**src/rtl/pu_config_regfile_pkg.sv**
```systemverilog
// ============================================================================
// Module   : pu_cfg_pkg
// Brief    : Register offsets, response codes and policy-bit helpers shared
//            by the Protection Unit configuration register file.
// Revision : 1.0 - initial release
// ============================================================================
`default_nettype none

package pu_cfg_pkg;

    localparam logic [15:0] c_OFF_SCRATCH   = 16'h0000;
    localparam logic [15:0] c_OFF_VIOL_CNT  = 16'h0004;
    localparam logic [15:0] c_OFF_VIOL_ADDR = 16'h0008;
    localparam logic [15:0] c_OFF_VIOL_INFO = 16'h000C;
    localparam logic [15:0] c_OFF_POLICY    = 16'h0040;

    typedef enum logic [1:0] {
        OKAY   = 2'b00,
        SLVERR = 2'b10
    } resp_e;

    typedef enum logic [2:0] {
        SEL_SCRATCH   = 3'd0,
        SEL_VIOL_CNT  = 3'd1,
        SEL_VIOL_ADDR = 3'd2,
        SEL_VIOL_INFO = 3'd3,
        SEL_POLICY    = 3'd4,
        SEL_NONE      = 3'd5
    } sel_e;

    function automatic int unsigned pol_wr_bit(input int unsigned i);
        return 2 + 2 * i;
    endfunction

    function automatic int unsigned pol_rd_bit(input int unsigned i);
        return 3 + 2 * i;
    endfunction

    // Only the bits that map to a policed ID are storable; everything else reads 0.
    function automatic logic [31:0] pol_mask(input int unsigned num_ids);
        logic [31:0] m;
        m = '0;
        for (int unsigned i = 0; i < num_ids; i++) begin
            m[5'(pol_wr_bit(i))] = 1'b1;
            m[5'(pol_rd_bit(i))] = 1'b1;
        end
        return m;
    endfunction

    function automatic logic [31:0] strb_merge(input logic [31:0] old_v,
                                               input logic [31:0] new_v,
                                               input logic [3:0]  strb);
        logic [31:0] r;
        r = old_v;
        for (int b = 0; b < 4; b++) begin
            if (strb[b]) r[8*b +: 8] = new_v[8*b +: 8];
        end
        return r;
    endfunction

endpackage

`default_nettype wire

```
**src/rtl/pu_config_regfile_if.sv**
```systemverilog
// ============================================================================
// Module   : pu_config_regfile_if
// Brief    : AXI4-Lite bundle between the config master and the PU regfile.
// Revision : 1.0 - initial release
// ============================================================================
`default_nettype none

interface pu_config_regfile_if #(
    parameter int ADDR_W = 16
);
    logic [ADDR_W-1:0] awaddr;
    logic              awvalid;
    logic              awready;
    logic [31:0]       wdata;
    logic [3:0]        wstrb;
    logic              wvalid;
    logic              wready;
    logic [1:0]        bresp;
    logic              bvalid;
    logic              bready;
    logic [ADDR_W-1:0] araddr;
    logic              arvalid;
    logic              arready;
    logic [31:0]       rdata;
    logic [1:0]        rresp;
    logic              rvalid;
    logic              rready;

    modport master (
        output awaddr, awvalid, wdata, wstrb, wvalid, bready, araddr, arvalid, rready,
        input  awready, wready, bresp, bvalid, arready, rdata, rresp, rvalid
    );

    modport slave (
        input  awaddr, awvalid, wdata, wstrb, wvalid, bready, araddr, arvalid, rready,
        output awready, wready, bresp, bvalid, arready, rdata, rresp, rvalid
    );
endinterface

`default_nettype wire

```
**src/rtl/pu_config_regfile_viol_counter.sv**
```systemverilog
// ============================================================================
// Module   : pu_viol_counter
// Brief    : Saturating violation counter with last-report address/info capture.
// Revision : 1.0 - initial release
// ============================================================================
`default_nettype none

module pu_viol_counter #(
    parameter int CNT_W = 16
) (
    input  wire               clk,
    input  wire               rst_n,
    input  wire               i_clr,
    input  wire               i_viol_valid,
    input  wire  [31:0]       i_viol_addr,
    input  wire  [3:0]        i_viol_id,
    input  wire               i_viol_is_write,
    output logic [CNT_W-1:0]  o_cnt,
    output logic [31:0]       o_addr,
    output logic [4:0]        o_info
);
    logic [CNT_W-1:0] r_cnt;
    logic [31:0]      r_addr;
    logic [4:0]       r_info;

    always_ff @(posedge clk or negedge rst_n) begin
        if (!rst_n) begin
            r_cnt  <= '0;
            r_addr <= '0;
            r_info <= '0;
        end else begin
            // A clear that coincides with a report still counts that report.
            if (i_clr) begin
                r_cnt <= i_viol_valid ? CNT_W'(1) : '0;
            end else if (i_viol_valid && (r_cnt != '1)) begin
                r_cnt <= r_cnt + CNT_W'(1);
            end
            if (i_viol_valid) begin
                r_addr <= i_viol_addr;
                r_info <= {i_viol_is_write, i_viol_id};
            end
        end
    end

    assign o_cnt  = r_cnt;
    assign o_addr = r_addr;
    assign o_info = r_info;

endmodule

`default_nettype wire

```
**src/rtl/pu_config_regfile.sv**
```systemverilog
// ============================================================================
// Module   : pu_config_regfile
// Brief    : AXI4-Lite register file programming one Protection Unit's policy.
// Revision : 1.0 - initial release
// ============================================================================
`default_nettype none

module pu_config_regfile
    import pu_cfg_pkg::*;
#(
    parameter int ADDR_W  = 16,
    parameter int NUM_IDS = 2,
    parameter int CNT_W   = 16
) (
    input  wire                  aclk,
    input  wire                  aresetn,
    pu_config_regfile_if.slave   s_axi,
    input  wire                  viol_valid_i,
    input  wire  [31:0]          viol_addr_i,
    input  wire  [3:0]           viol_id_i,
    input  wire                  viol_is_write_i,
    output logic [NUM_IDS-1:0]   policy_rd_o,
    output logic [NUM_IDS-1:0]   policy_wr_o,
    output logic                 policy_upd_o
);
    localparam logic [31:0] c_POL_MASK = pol_mask(NUM_IDS);

    typedef enum logic [1:0] {
        WR_IDLE    = 2'd0,
        WR_HOLD_AW = 2'd1,
        WR_HOLD_W  = 2'd2,
        WR_RESP    = 2'd3
    } wr_state_e;

    typedef enum logic [0:0] {
        RD_IDLE = 1'b0,
        RD_RESP = 1'b1
    } rd_state_e;

    function automatic sel_e decode(input logic [ADDR_W-1:0] a);
        logic [ADDR_W-1:0] word;
        sel_e              sel;
        word      = a;
        word[1:0] = 2'b00;
        case (word)
            ADDR_W'(c_OFF_SCRATCH):   sel = SEL_SCRATCH;
            ADDR_W'(c_OFF_VIOL_CNT):  sel = SEL_VIOL_CNT;
            ADDR_W'(c_OFF_VIOL_ADDR): sel = SEL_VIOL_ADDR;
            ADDR_W'(c_OFF_VIOL_INFO): sel = SEL_VIOL_INFO;
            ADDR_W'(c_OFF_POLICY):    sel = SEL_POLICY;
            default:                  sel = SEL_NONE;
        endcase
        return sel;
    endfunction

    wr_state_e         r_wr_state, w_wr_state_nxt;
    rd_state_e         r_rd_state, w_rd_state_nxt;
    logic              r_aw_full, r_w_full, w_aw_full_nxt, w_w_full_nxt;
    logic              r_awready, r_wready, r_arready;
    logic [ADDR_W-1:0] r_awaddr;
    logic [31:0]       r_wdata, r_scratch, r_policy, r_rdata, w_rd_word;
    logic [3:0]        r_wstrb;
    resp_e             r_bresp, r_rresp;
    logic              r_policy_upd;
    logic              w_aw_hs, w_w_hs, w_ar_hs, w_commit, w_cnt_clr;
    sel_e              w_wsel, w_rsel;
    logic [CNT_W-1:0]  w_viol_cnt;
    logic [31:0]       w_viol_addr;
    logic [4:0]        w_viol_info;

    assign w_aw_hs   = s_axi.awvalid & r_awready;
    assign w_w_hs    = s_axi.wvalid & r_wready;
    assign w_ar_hs   = s_axi.arvalid & r_arready;
    assign w_wsel    = decode(r_awaddr);
    assign w_rsel    = decode(s_axi.araddr);
    assign w_commit  = r_aw_full & r_w_full & (r_wr_state != WR_RESP);
    assign w_cnt_clr = w_commit & (w_wsel == SEL_VIOL_CNT);

    // Holding regs refill independently of the B phase; the state only gates commit.
    always_comb begin
        w_aw_full_nxt  = r_aw_full;
        w_w_full_nxt   = r_w_full;
        w_wr_state_nxt = r_wr_state;
        if (w_commit) begin
            w_aw_full_nxt = 1'b0;
            w_w_full_nxt  = 1'b0;
        end
        if (w_aw_hs) w_aw_full_nxt = 1'b1;
        if (w_w_hs)  w_w_full_nxt  = 1'b1;
        if (w_commit || (r_wr_state == WR_RESP && !s_axi.bready)) begin
            w_wr_state_nxt = WR_RESP;
        end else begin
            case ({w_aw_full_nxt, w_w_full_nxt})
                2'b10:   w_wr_state_nxt = WR_HOLD_AW;
                2'b01:   w_wr_state_nxt = WR_HOLD_W;
                default: w_wr_state_nxt = WR_IDLE;
            endcase
        end
    end

    always_ff @(posedge aclk or negedge aresetn) begin
        if (!aresetn) begin
            r_wr_state   <= WR_IDLE;
            r_aw_full    <= 1'b0;
            r_w_full     <= 1'b0;
            r_awready    <= 1'b0;
            r_wready     <= 1'b0;
            r_awaddr     <= '0;
            r_wdata      <= '0;
            r_wstrb      <= '0;
            r_bresp      <= OKAY;
            r_scratch    <= '0;
            r_policy     <= '0;
            r_policy_upd <= 1'b0;
        end else begin
            r_wr_state   <= w_wr_state_nxt;
            r_aw_full    <= w_aw_full_nxt;
            r_w_full     <= w_w_full_nxt;
            r_awready    <= ~w_aw_full_nxt;
            r_wready     <= ~w_w_full_nxt;
            r_policy_upd <= w_commit & (w_wsel == SEL_POLICY);
            if (w_aw_hs) r_awaddr <= s_axi.awaddr;
            if (w_w_hs) begin
                r_wdata <= s_axi.wdata;
                r_wstrb <= s_axi.wstrb;
            end
            if (w_commit) begin
                r_bresp <= (w_wsel == SEL_NONE) ? SLVERR : OKAY;
                if (w_wsel == SEL_SCRATCH) r_scratch <= strb_merge(r_scratch, r_wdata, r_wstrb);
                if (w_wsel == SEL_POLICY)
                    r_policy <= strb_merge(r_policy, r_wdata, r_wstrb) & c_POL_MASK;
            end
        end
    end

    always_comb begin
        w_rd_state_nxt = r_rd_state;
        if (r_rd_state == RD_IDLE && w_ar_hs)          w_rd_state_nxt = RD_RESP;
        else if (r_rd_state == RD_RESP && s_axi.rready) w_rd_state_nxt = RD_IDLE;
    end

    always_comb begin
        w_rd_word = '0;
        case (w_rsel)
            SEL_SCRATCH:   w_rd_word = r_scratch;
            SEL_VIOL_CNT:  w_rd_word = 32'(w_viol_cnt);
            SEL_VIOL_ADDR: w_rd_word = w_viol_addr;
            SEL_VIOL_INFO: w_rd_word = {27'b0, w_viol_info};
            SEL_POLICY:    w_rd_word = r_policy;
            default:       w_rd_word = '0;
        endcase
    end

    always_ff @(posedge aclk or negedge aresetn) begin
        if (!aresetn) begin
            r_rd_state <= RD_IDLE;
            r_arready  <= 1'b0;
            r_rdata    <= '0;
            r_rresp    <= OKAY;
        end else begin
            r_rd_state <= w_rd_state_nxt;
            r_arready  <= (w_rd_state_nxt == RD_IDLE);
            if (w_ar_hs) begin
                r_rdata <= w_rd_word;
                r_rresp <= (w_rsel == SEL_NONE) ? SLVERR : OKAY;
            end
        end
    end

    pu_viol_counter #(.CNT_W(CNT_W)) u_viol_counter (
        .clk             (aclk),
        .rst_n           (aresetn),
        .i_clr           (w_cnt_clr),
        .i_viol_valid    (viol_valid_i),
        .i_viol_addr     (viol_addr_i),
        .i_viol_id       (viol_id_i),
        .i_viol_is_write (viol_is_write_i),
        .o_cnt           (w_viol_cnt),
        .o_addr          (w_viol_addr),
        .o_info          (w_viol_info)
    );

    generate
        for (genvar gi = 0; gi < NUM_IDS; gi++) begin : g_policy
            assign policy_wr_o[gi] = r_policy[5'(pol_wr_bit(gi))];
            assign policy_rd_o[gi] = r_policy[5'(pol_rd_bit(gi))];
        end
    endgenerate

    assign policy_upd_o  = r_policy_upd;
    assign s_axi.awready = r_awready;
    assign s_axi.wready  = r_wready;
    assign s_axi.bvalid  = (r_wr_state == WR_RESP);
    assign s_axi.bresp   = r_bresp;
    assign s_axi.arready = r_arready;
    assign s_axi.rvalid  = (r_rd_state == RD_RESP);
    assign s_axi.rdata   = r_rdata;
    assign s_axi.rresp   = r_rresp;

endmodule

`default_nettype wire
```
**src/flat_wrapper.sv**
```systemverilog
// flat-port wrapper written by rule: the top's interface ports become plain ports
module pu_config_regfile_flat import pu_cfg_pkg::*;
#(
    parameter int ADDR_W  = 16,
    parameter int NUM_IDS = 2,
    parameter int CNT_W   = 16
)
  (aclk, aresetn, viol_valid_i, viol_addr_i, viol_id_i, viol_is_write_i, policy_rd_o, policy_wr_o, policy_upd_o, s_axi_awaddr, s_axi_awvalid, s_axi_wdata, s_axi_wstrb, s_axi_wvalid, s_axi_bready, s_axi_araddr, s_axi_arvalid, s_axi_rready, s_axi_awready, s_axi_wready, s_axi_bresp, s_axi_bvalid, s_axi_arready, s_axi_rdata, s_axi_rresp, s_axi_rvalid);
  pu_config_regfile_if #(.ADDR_W(ADDR_W)) s_axi_i ();
  input  wire aclk;
  input  wire aresetn;
  input  wire viol_valid_i;
  input  wire  [31:0] viol_addr_i;
  input  wire  [3:0] viol_id_i;
  input  wire viol_is_write_i;
  output logic [NUM_IDS-1:0] policy_rd_o;
  output logic [NUM_IDS-1:0] policy_wr_o;
  output logic policy_upd_o;
  input wire logic [$bits(s_axi_i.awaddr)-1:0] s_axi_awaddr;
  input wire logic [$bits(s_axi_i.awvalid)-1:0] s_axi_awvalid;
  input wire logic [$bits(s_axi_i.wdata)-1:0] s_axi_wdata;
  input wire logic [$bits(s_axi_i.wstrb)-1:0] s_axi_wstrb;
  input wire logic [$bits(s_axi_i.wvalid)-1:0] s_axi_wvalid;
  input wire logic [$bits(s_axi_i.bready)-1:0] s_axi_bready;
  input wire logic [$bits(s_axi_i.araddr)-1:0] s_axi_araddr;
  input wire logic [$bits(s_axi_i.arvalid)-1:0] s_axi_arvalid;
  input wire logic [$bits(s_axi_i.rready)-1:0] s_axi_rready;
  output wire logic [$bits(s_axi_i.awready)-1:0] s_axi_awready;
  output wire logic [$bits(s_axi_i.wready)-1:0] s_axi_wready;
  output wire logic [$bits(s_axi_i.bresp)-1:0] s_axi_bresp;
  output wire logic [$bits(s_axi_i.bvalid)-1:0] s_axi_bvalid;
  output wire logic [$bits(s_axi_i.arready)-1:0] s_axi_arready;
  output wire logic [$bits(s_axi_i.rdata)-1:0] s_axi_rdata;
  output wire logic [$bits(s_axi_i.rresp)-1:0] s_axi_rresp;
  output wire logic [$bits(s_axi_i.rvalid)-1:0] s_axi_rvalid;
  assign s_axi_i.awaddr = s_axi_awaddr;
  assign s_axi_i.awvalid = s_axi_awvalid;
  assign s_axi_i.wdata = s_axi_wdata;
  assign s_axi_i.wstrb = s_axi_wstrb;
  assign s_axi_i.wvalid = s_axi_wvalid;
  assign s_axi_i.bready = s_axi_bready;
  assign s_axi_i.araddr = s_axi_araddr;
  assign s_axi_i.arvalid = s_axi_arvalid;
  assign s_axi_i.rready = s_axi_rready;
  assign s_axi_awready = s_axi_i.awready;
  assign s_axi_wready = s_axi_i.wready;
  assign s_axi_bresp = s_axi_i.bresp;
  assign s_axi_bvalid = s_axi_i.bvalid;
  assign s_axi_arready = s_axi_i.arready;
  assign s_axi_rdata = s_axi_i.rdata;
  assign s_axi_rresp = s_axi_i.rresp;
  assign s_axi_rvalid = s_axi_i.rvalid;
  pu_config_regfile #(.ADDR_W(ADDR_W), .NUM_IDS(NUM_IDS), .CNT_W(CNT_W)) u_core (.aclk(aclk), .aresetn(aresetn), .s_axi(s_axi_i), .viol_valid_i(viol_valid_i), .viol_addr_i(viol_addr_i), .viol_id_i(viol_id_i), .viol_is_write_i(viol_is_write_i), .policy_rd_o(policy_rd_o), .policy_wr_o(policy_wr_o), .policy_upd_o(policy_upd_o));
endmodule
```
**config.mk**
```make
export PLATFORM = sky130hd
export DESIGN_NAME = pu_config_regfile_flat
export DESIGN_NICKNAME = d
export VERILOG_FILES = /design/src/rtl/pu_config_regfile_pkg.sv /design/src/rtl/pu_config_regfile_if.sv /design/src/rtl/pu_config_regfile_viol_counter.sv /design/src/rtl/pu_config_regfile.sv /design/src/flat_wrapper.sv
export SDC_FILE = /design/constraint.sdc
export NUM_CORES = 1
export LEC_CHECK = 0
export CORE_ASPECT_RATIO = 1.2
export CORE_UTILIZATION = 51
export DETAILED_ROUTE_END_ITERATION = 7
export PLACE_DENSITY = 0.79
export SYNTH_ARGS = -nofsm -noshare
export SYNTH_HDL_FRONTEND = slang
export SYNTH_SLANG_ARGS = --single-unit
```
**constraint.sdc**
```tcl
create_clock -name aclk -period 2.6 [get_ports aclk]
set_clock_uncertainty 0.15 [all_clocks]
set_input_delay 0.65 -clock aclk [delete_from_list [all_inputs] [get_ports aclk]]
set_output_delay 0.65 -clock aclk [all_outputs]
set_load 0.02 [all_outputs]
```
Yosys cells after proc, flatten, opt, wreduce, memory -nomap -nowiden
Cells that the tools add are included.
{ "op_classes": {"n_reduce_logical": 16, "mux": 16, "mul": 0, "n_lt_le_gt_ge": 0, "bitwise": 11, "add_sub_neg": 1, "n_shift": 0, "n_eq_ne": 21, "n_div": 0} }
{ "ops": {"columns": ["operator", "count"], "rows": [
  ["32-bit one-hot mux with 5 select lines", 1],
  ["14-bit by 2-bit == test with 1-bit output, second input constant", 4],
  ["16-bit two-way mux", 2],
  ["3-bit one-hot mux with 5 select lines", 2],
  ["14-bit by 1-bit == test with 1-bit output, second input constant", 2],
  ["14-bit by 5-bit == test with 1-bit output, second input constant", 2],
  ["14-bit logical NOT", 2],
  ["16-bit by 1-bit adder with 16-bit output, second input constant", 1],
  ["16-bit inequality test, second input constant", 1],
  ["3-bit AND reduction", 5],
  ["3-bit == test, second input constant", 4],
  ["1-bit AND", 7],
  ["1-bit two-way mux", 7],
  ["3-bit by 1-bit == test with 1-bit output, second input constant", 2],
  ["3-bit by 2-bit == test with 1-bit output, second input constant", 2],
  ["3-bit logical NOT", 2],
  ["2-bit two-way mux", 3],
  ["2-bit == test, second input constant", 2],
  ["1-bit logical AND", 4],
  ["1-bit NOT", 4],
  ["2-bit one-hot mux with 2 select lines", 1],
  ["2-bit by 1-bit == test with 1-bit output, second input constant", 1],
  ["2-bit inequality test, second input constant", 1],
  ["2-bit nonzero test", 1],
  ["2 further kinds", 2]
]} }
{ "word_totals": {"romBits": 0, "mem_count": 0, "elab_cells": 87, "latchBits": 0, "output_inout_bits": 46, "ff_bits": 186, "mem_bits_rw": 0} }

Longest topological paths before layout
{ "logic_depth": {"word_depth": 7, "mapped_depth": 6} }

Cells and area by module
A second synthesis with hierarchy kept.
{ "hier_totals": {"hier_cells": 586, "area_unflattened_um2": 7831.3} }
{ "by_module_without_submodules": {"columns": ["mod", "seq_area_each_um2", "area_each_um2", "instances", "cells_per_inst"], "rows": [
  ["pu_config_regfile", 3228.1, 5577.8, 1, 417],
  ["pu_viol_counter", 1326.3, 2253.4, 1, 169]
]} }

Worst setup path before layout
Ideal clock, no wire load.
{ "synth_timing": {"path_type": "in2reg", "startpoint": "input s_axi_araddr[15]", "endpoint": "register u_core.r_rdata[22], in the netlist u_core.s_axi.rdata[22]", "setup_ns": 0.077, "path_buffers": 2, "required_time_ns": 2.373, "arrival_ns": 2.387, "cell_stages": 6, "slack_ns": -0.014, "cell_sequence": "or4_1 > or4_1 > or3_1 > buf_2 > buf_6 > o21ai_1"} }
{ "synth_between": {"elab_chain_len": 4} }
{ "synth_lines": {"columns": ["element", "line", "text"], "rows": [
  ["from (decl)", "flat_wrapper.sv:25", "input wire logic [$bits(s_axi_i.araddr)-1:0] s_axi_araddr;"],
  ["14-bit by 5-bit == test with 1-bit output (tied with other cells)", "pu_config_regfile.sv:45", "case (word)"],
  ["3-bit one-hot mux with 5 select lines (*)", "pu_config_regfile.sv:45", null],
  ["3-bit == test (tied with other cells)", "pu_config_regfile.sv:144", "case (w_rsel)"],
  ["32-bit one-hot mux with 5 select lines (*)", "pu_config_regfile.sv:144", null],
  ["to (signal assigned)", "pu_config_regfile.sv:164", "r_rdata <= w_rd_word;"],
  ["to (decl)", "pu_config_regfile.sv:61", "logic [31:0] r_wdata, r_scratch, r_policy, r_rdata, w_rd_word;"]
]} }
Every way passes the cells marked *; elsewhere a longest branch is shown, timed or not.
A chain may end at the register's enable or synchronous reset.

Worst setup path after layout
{ "layout_timing": {"startpoint": "input s_axi_araddr[7]", "endpoint": "register u_core.r_rdata[26], in the netlist u_core.s_axi.rdata[26]"} }
Same word-level chain as after synthesis.

==> results.py <==
metrics = {
    "cts": {
        "post-cts-setup-buffer-count": 0,
        "cts_root_buf": "clkbuf_16",
        "cts_sinks": 182,
        "clk_latency_ps": 440,
        "cts_buffer_depth": 2,
        "htree_levels": 4,
        "cts_tree": "yes",
        "clkTransAtPathRegs_ps": 70,
        "cts-buffers-inserted": 17,
    },
    "sta": {
        "finalMaxSlewViolations": 0,
        "max_slew_margin_pct": 56.0,
        "setup_viol": 0,
        "final_min_period_over_clock_period_pct": 99.7,
        "hold_viol": 0,
        "worst_slew_pin_slew_ps": 643,
        "rsz0062_at_grt": "true",
        "min_period_ps": 2590,
        "fmax_mhz": 386,
    },
    "synth": {
        "yosys_warnings": 0,
        "synth_cells": 608,
        "synth.top_cell.area_share_pct": 58.2,
        "synthTopCellsByArea": "dfrtp_1 58%, mux2_2 18%, mux2i_1 5.1%",
        "yosysSeqAreaShare_pct": 58.2,
        "ys.flop_type": "dfrtp_1",
        "synthTopCellsByCount": "182 x dfrtp_1, 123 x mux2_2, 47 x nand2_1",
        "yosysMostFrequentCell": "dfrtp_1",
        "yosys.cell_types.count": 46,
        "yosys.area.top_type": "dfrtp_1",
        "synth.cell_area_um2": 7820,
        "synth_edf_count": 0,
        "ys_ff_latch": 182,
        "syn_avg_cell_area_um2": 12.9,
        "async_reset_ff_share_pct": 100,
    },
    "setup_path": {
        "cp-end-kind": "flip-flop",
        "path_max_fanout": 11,
        "criticalPathCategory": "in2reg",
        "reg2reg_slack_ps": 200,
        "r2r_start": "u_core.r_awaddr[13]",
        "startpoint": "s_axi_araddr[7]",
        "worst_ep_arrival_time_ps": 2800,
        "startpoint_type": "input pin",
        "cp.required_ps": 2810,
    },
    "floorplanning": {
        "dieArea_um2": 15800,
        "ioPinCount": 159,
        "die_w_um": 115,
        "core_area_um2": 15000,
        "num_rows": 49,
        "die_y_um": 138,
        "start_util_pct": 52.3,
    },
    "power_and_ir_drop": {
        "comb_power_share_pct": 22.0,
        "power.switching_mw": 2.50,
        "p_per_area_nw_per_um2": 809,
        "p_int_mw": 5.87,
        "peakVddDrop_uv": 578,
        "cellLeakagePower_nw": 4.40,
        "netSwitchingFraction_pct": 29.9,
        "p_clk_share_pct": 30.4,
        "seq_power_share_pct": 47.6,
    },
    "layout": {
        "nets": 888,
        "area_growth_pct": 32.2,
        "nFillCells": 1115,
        "final_cells": 991,
        "design_area_um2": 10300,
        "antennaDiodeCount": 0,
        "drive_gt1_share_pct": 26.0,
    },
    "route": {
        "dr_wl_met2_um": 9400,
        "totalWireLength_um": 18200,
        "route.met3.wl_um": 790,
        "vias": 5479,
        "m1WireLength_um": 7440,
        "avgViaCountPerCell": 5.53,
        "antenna_left": 0,
        "first_iter_violations": 300,
        "dr.pass1.iters": 4,
        "drt-wirelength-per-cell_um": 18.4,
        "drc_errors": 0,
        "highest_layer": "met4",
    },
    "place": {
        "dp.cells": 959,
        "io_buffers": 152,
        "dp_hpwl_um": 13000,
        "gp_congestion": 0.807,
        "place_area_um2": 9740,
    },
    "global_routing": {
        "grt_pass1_wl_um": 29300,
        "grt_pass1_vias": 5669,
        "antenna_found_initial": 0,
        "grt_usage_pct": 24.7,
        "grt_overflow_total": 0,
        "grt_max_degree": 63,
    },
    "outcome": {
        "outcome": "completed",
    },
    "run": {
        "maxCapViolations": 0,
    },
    "worst_hold_path": {
        "hold_path_class": "in2async",
    },
}
==> power groups by stage <==
stage	registers [mW]	clock network [mW]	logic (mW)
final	3.99	2.54	1.84
after global routing	4.08	2.70	2.03
after CTS	3.98	2.58	1.86
after detailed placement	4.03	0	1.84
after global placement	3.97	0	1.76
after floorplan	3.88	0	1.24
==> cell type report <==
type	count	area (µm²)	area share, %
multi-input cells	385	3130	30.2
flip-flops and latches	182	4550	44.0
inverters	7	26.3	0.254
repair buffers	181	1800	17.4
clock inverters	15	158	1.52
clock buffers	17	425	4.11
well taps	204	255	2.47
==> registers in the layout, indices dropped and copies added (netlist names), 2 cells and up <==
name                          count
u_core.u_viol_counter.o_addr     32
u_core.r_wr_state                 2
u_core.u_viol_counter.o_cnt      16
u_core.u_viol_counter.o_info      5
u_core.r_awaddr                  14
u_core.r_wdata                   32
u_core.r_wstrb                    4
u_core.r_policy                   4
u_core.r_scratch                 32
u_core.s_axi.rdata               32
==> cell usage in the layout, fill, tap and decap left out, types with 5 or more instances in the layout <==
cell | netlist | layout
inv_6 | 0 | 5
mux2i_1 | 40 | 40
nor2_1 | 13 | 13
o21bai_1 | 11 | 11
o21ai_1 | 10 | 14
a21oi_1 | 19 | 19
clkdlybuf4s50_1 | 0 | 149
mux4_2 | 5 | 5
and3_1 | 5 | 5
nor3_1 | 6 | 6
o31ai_1 | 10 | 10
dfrtp_1 | 182 | 182
o21ai_0 | 30 | 24
nand3_1 | 14 | 14
buf_4 | 2 | 23
nor4_1 | 6 | 6
mux2_2 | 123 | 123
inv_1 | 7 | 7
clkbuf_16 | 0 | 17
buf_12 | 0 | 5
nand2_1 | 47 | 47
==> through the flow <==
| step | power, mW | utilization [%] | hold WS, ps | TNS, ps | setup WS [ps] |
|---|---|---|---|---|---|
| 2_1_floorplan | 5.12 | - | 204 | -67.8 | -6.78 |
| 3_3_place_gp | 5.73 | 65.1 | 314 | -9040 | -435 |
| 3_5_place_dp | 5.87 | 65.1 | 316 | -9640 | -474 |
| 4_1_cts | 8.42 | 69.1 | 53.3 | 0 | 7.61 |
| 5_1_grt | 8.81 | 69.1 | 77.4 | -288 | -41.6 |
| 6_report | 8.37 | 69.1 | 38.7 | 0 | 8.41 |
==> routing by layer <==
layer	vias up	global-route usage, %
li1	2534	-
met1	2765	30.7
met4	0	11.6
met2	144	41.6
met5	-	0
met3	36	4.93
==> cell families after synthesis <==
logic type / synth area share (%)
compound gates: 7.80
fa+ha+maj: 0.160
buf+inv: 2.22
flops: 58.2
mux: 24.3
other cells: 0.0479
simple gates: 7.29
==> worst paths after layout <==
kind / to / depth (start not counted)
max in group asynchronous: u_core.r_wdata[19] / 2
setup reg to reg: u_core.r_scratch[17] / 4
min in group aclk: u_core.s_axi.rdata[7] / 2
hold reg to reg: u_core.s_axi.rdata[7] / 2
setup / recovery: u_core.s_axi.rdata[26] / 6
hold / removal: u_core.u_viol_counter.o_addr[19] / 1
==> worst max-delay path, cell delays in order <==
cell and delay [ps]:
clkdlybuf4s50_1 400, or4_4 540, or4_4 540, or3_4 360, buf_6 160, o21ai_2 150
==> what timing repair did <==
action / in CTS / in global routing
resized for setup: 3 / 8
hold buffers: 0 / 0
setup endpoints to repair: 4 / 16
Power figures use the tool's default switching activity.
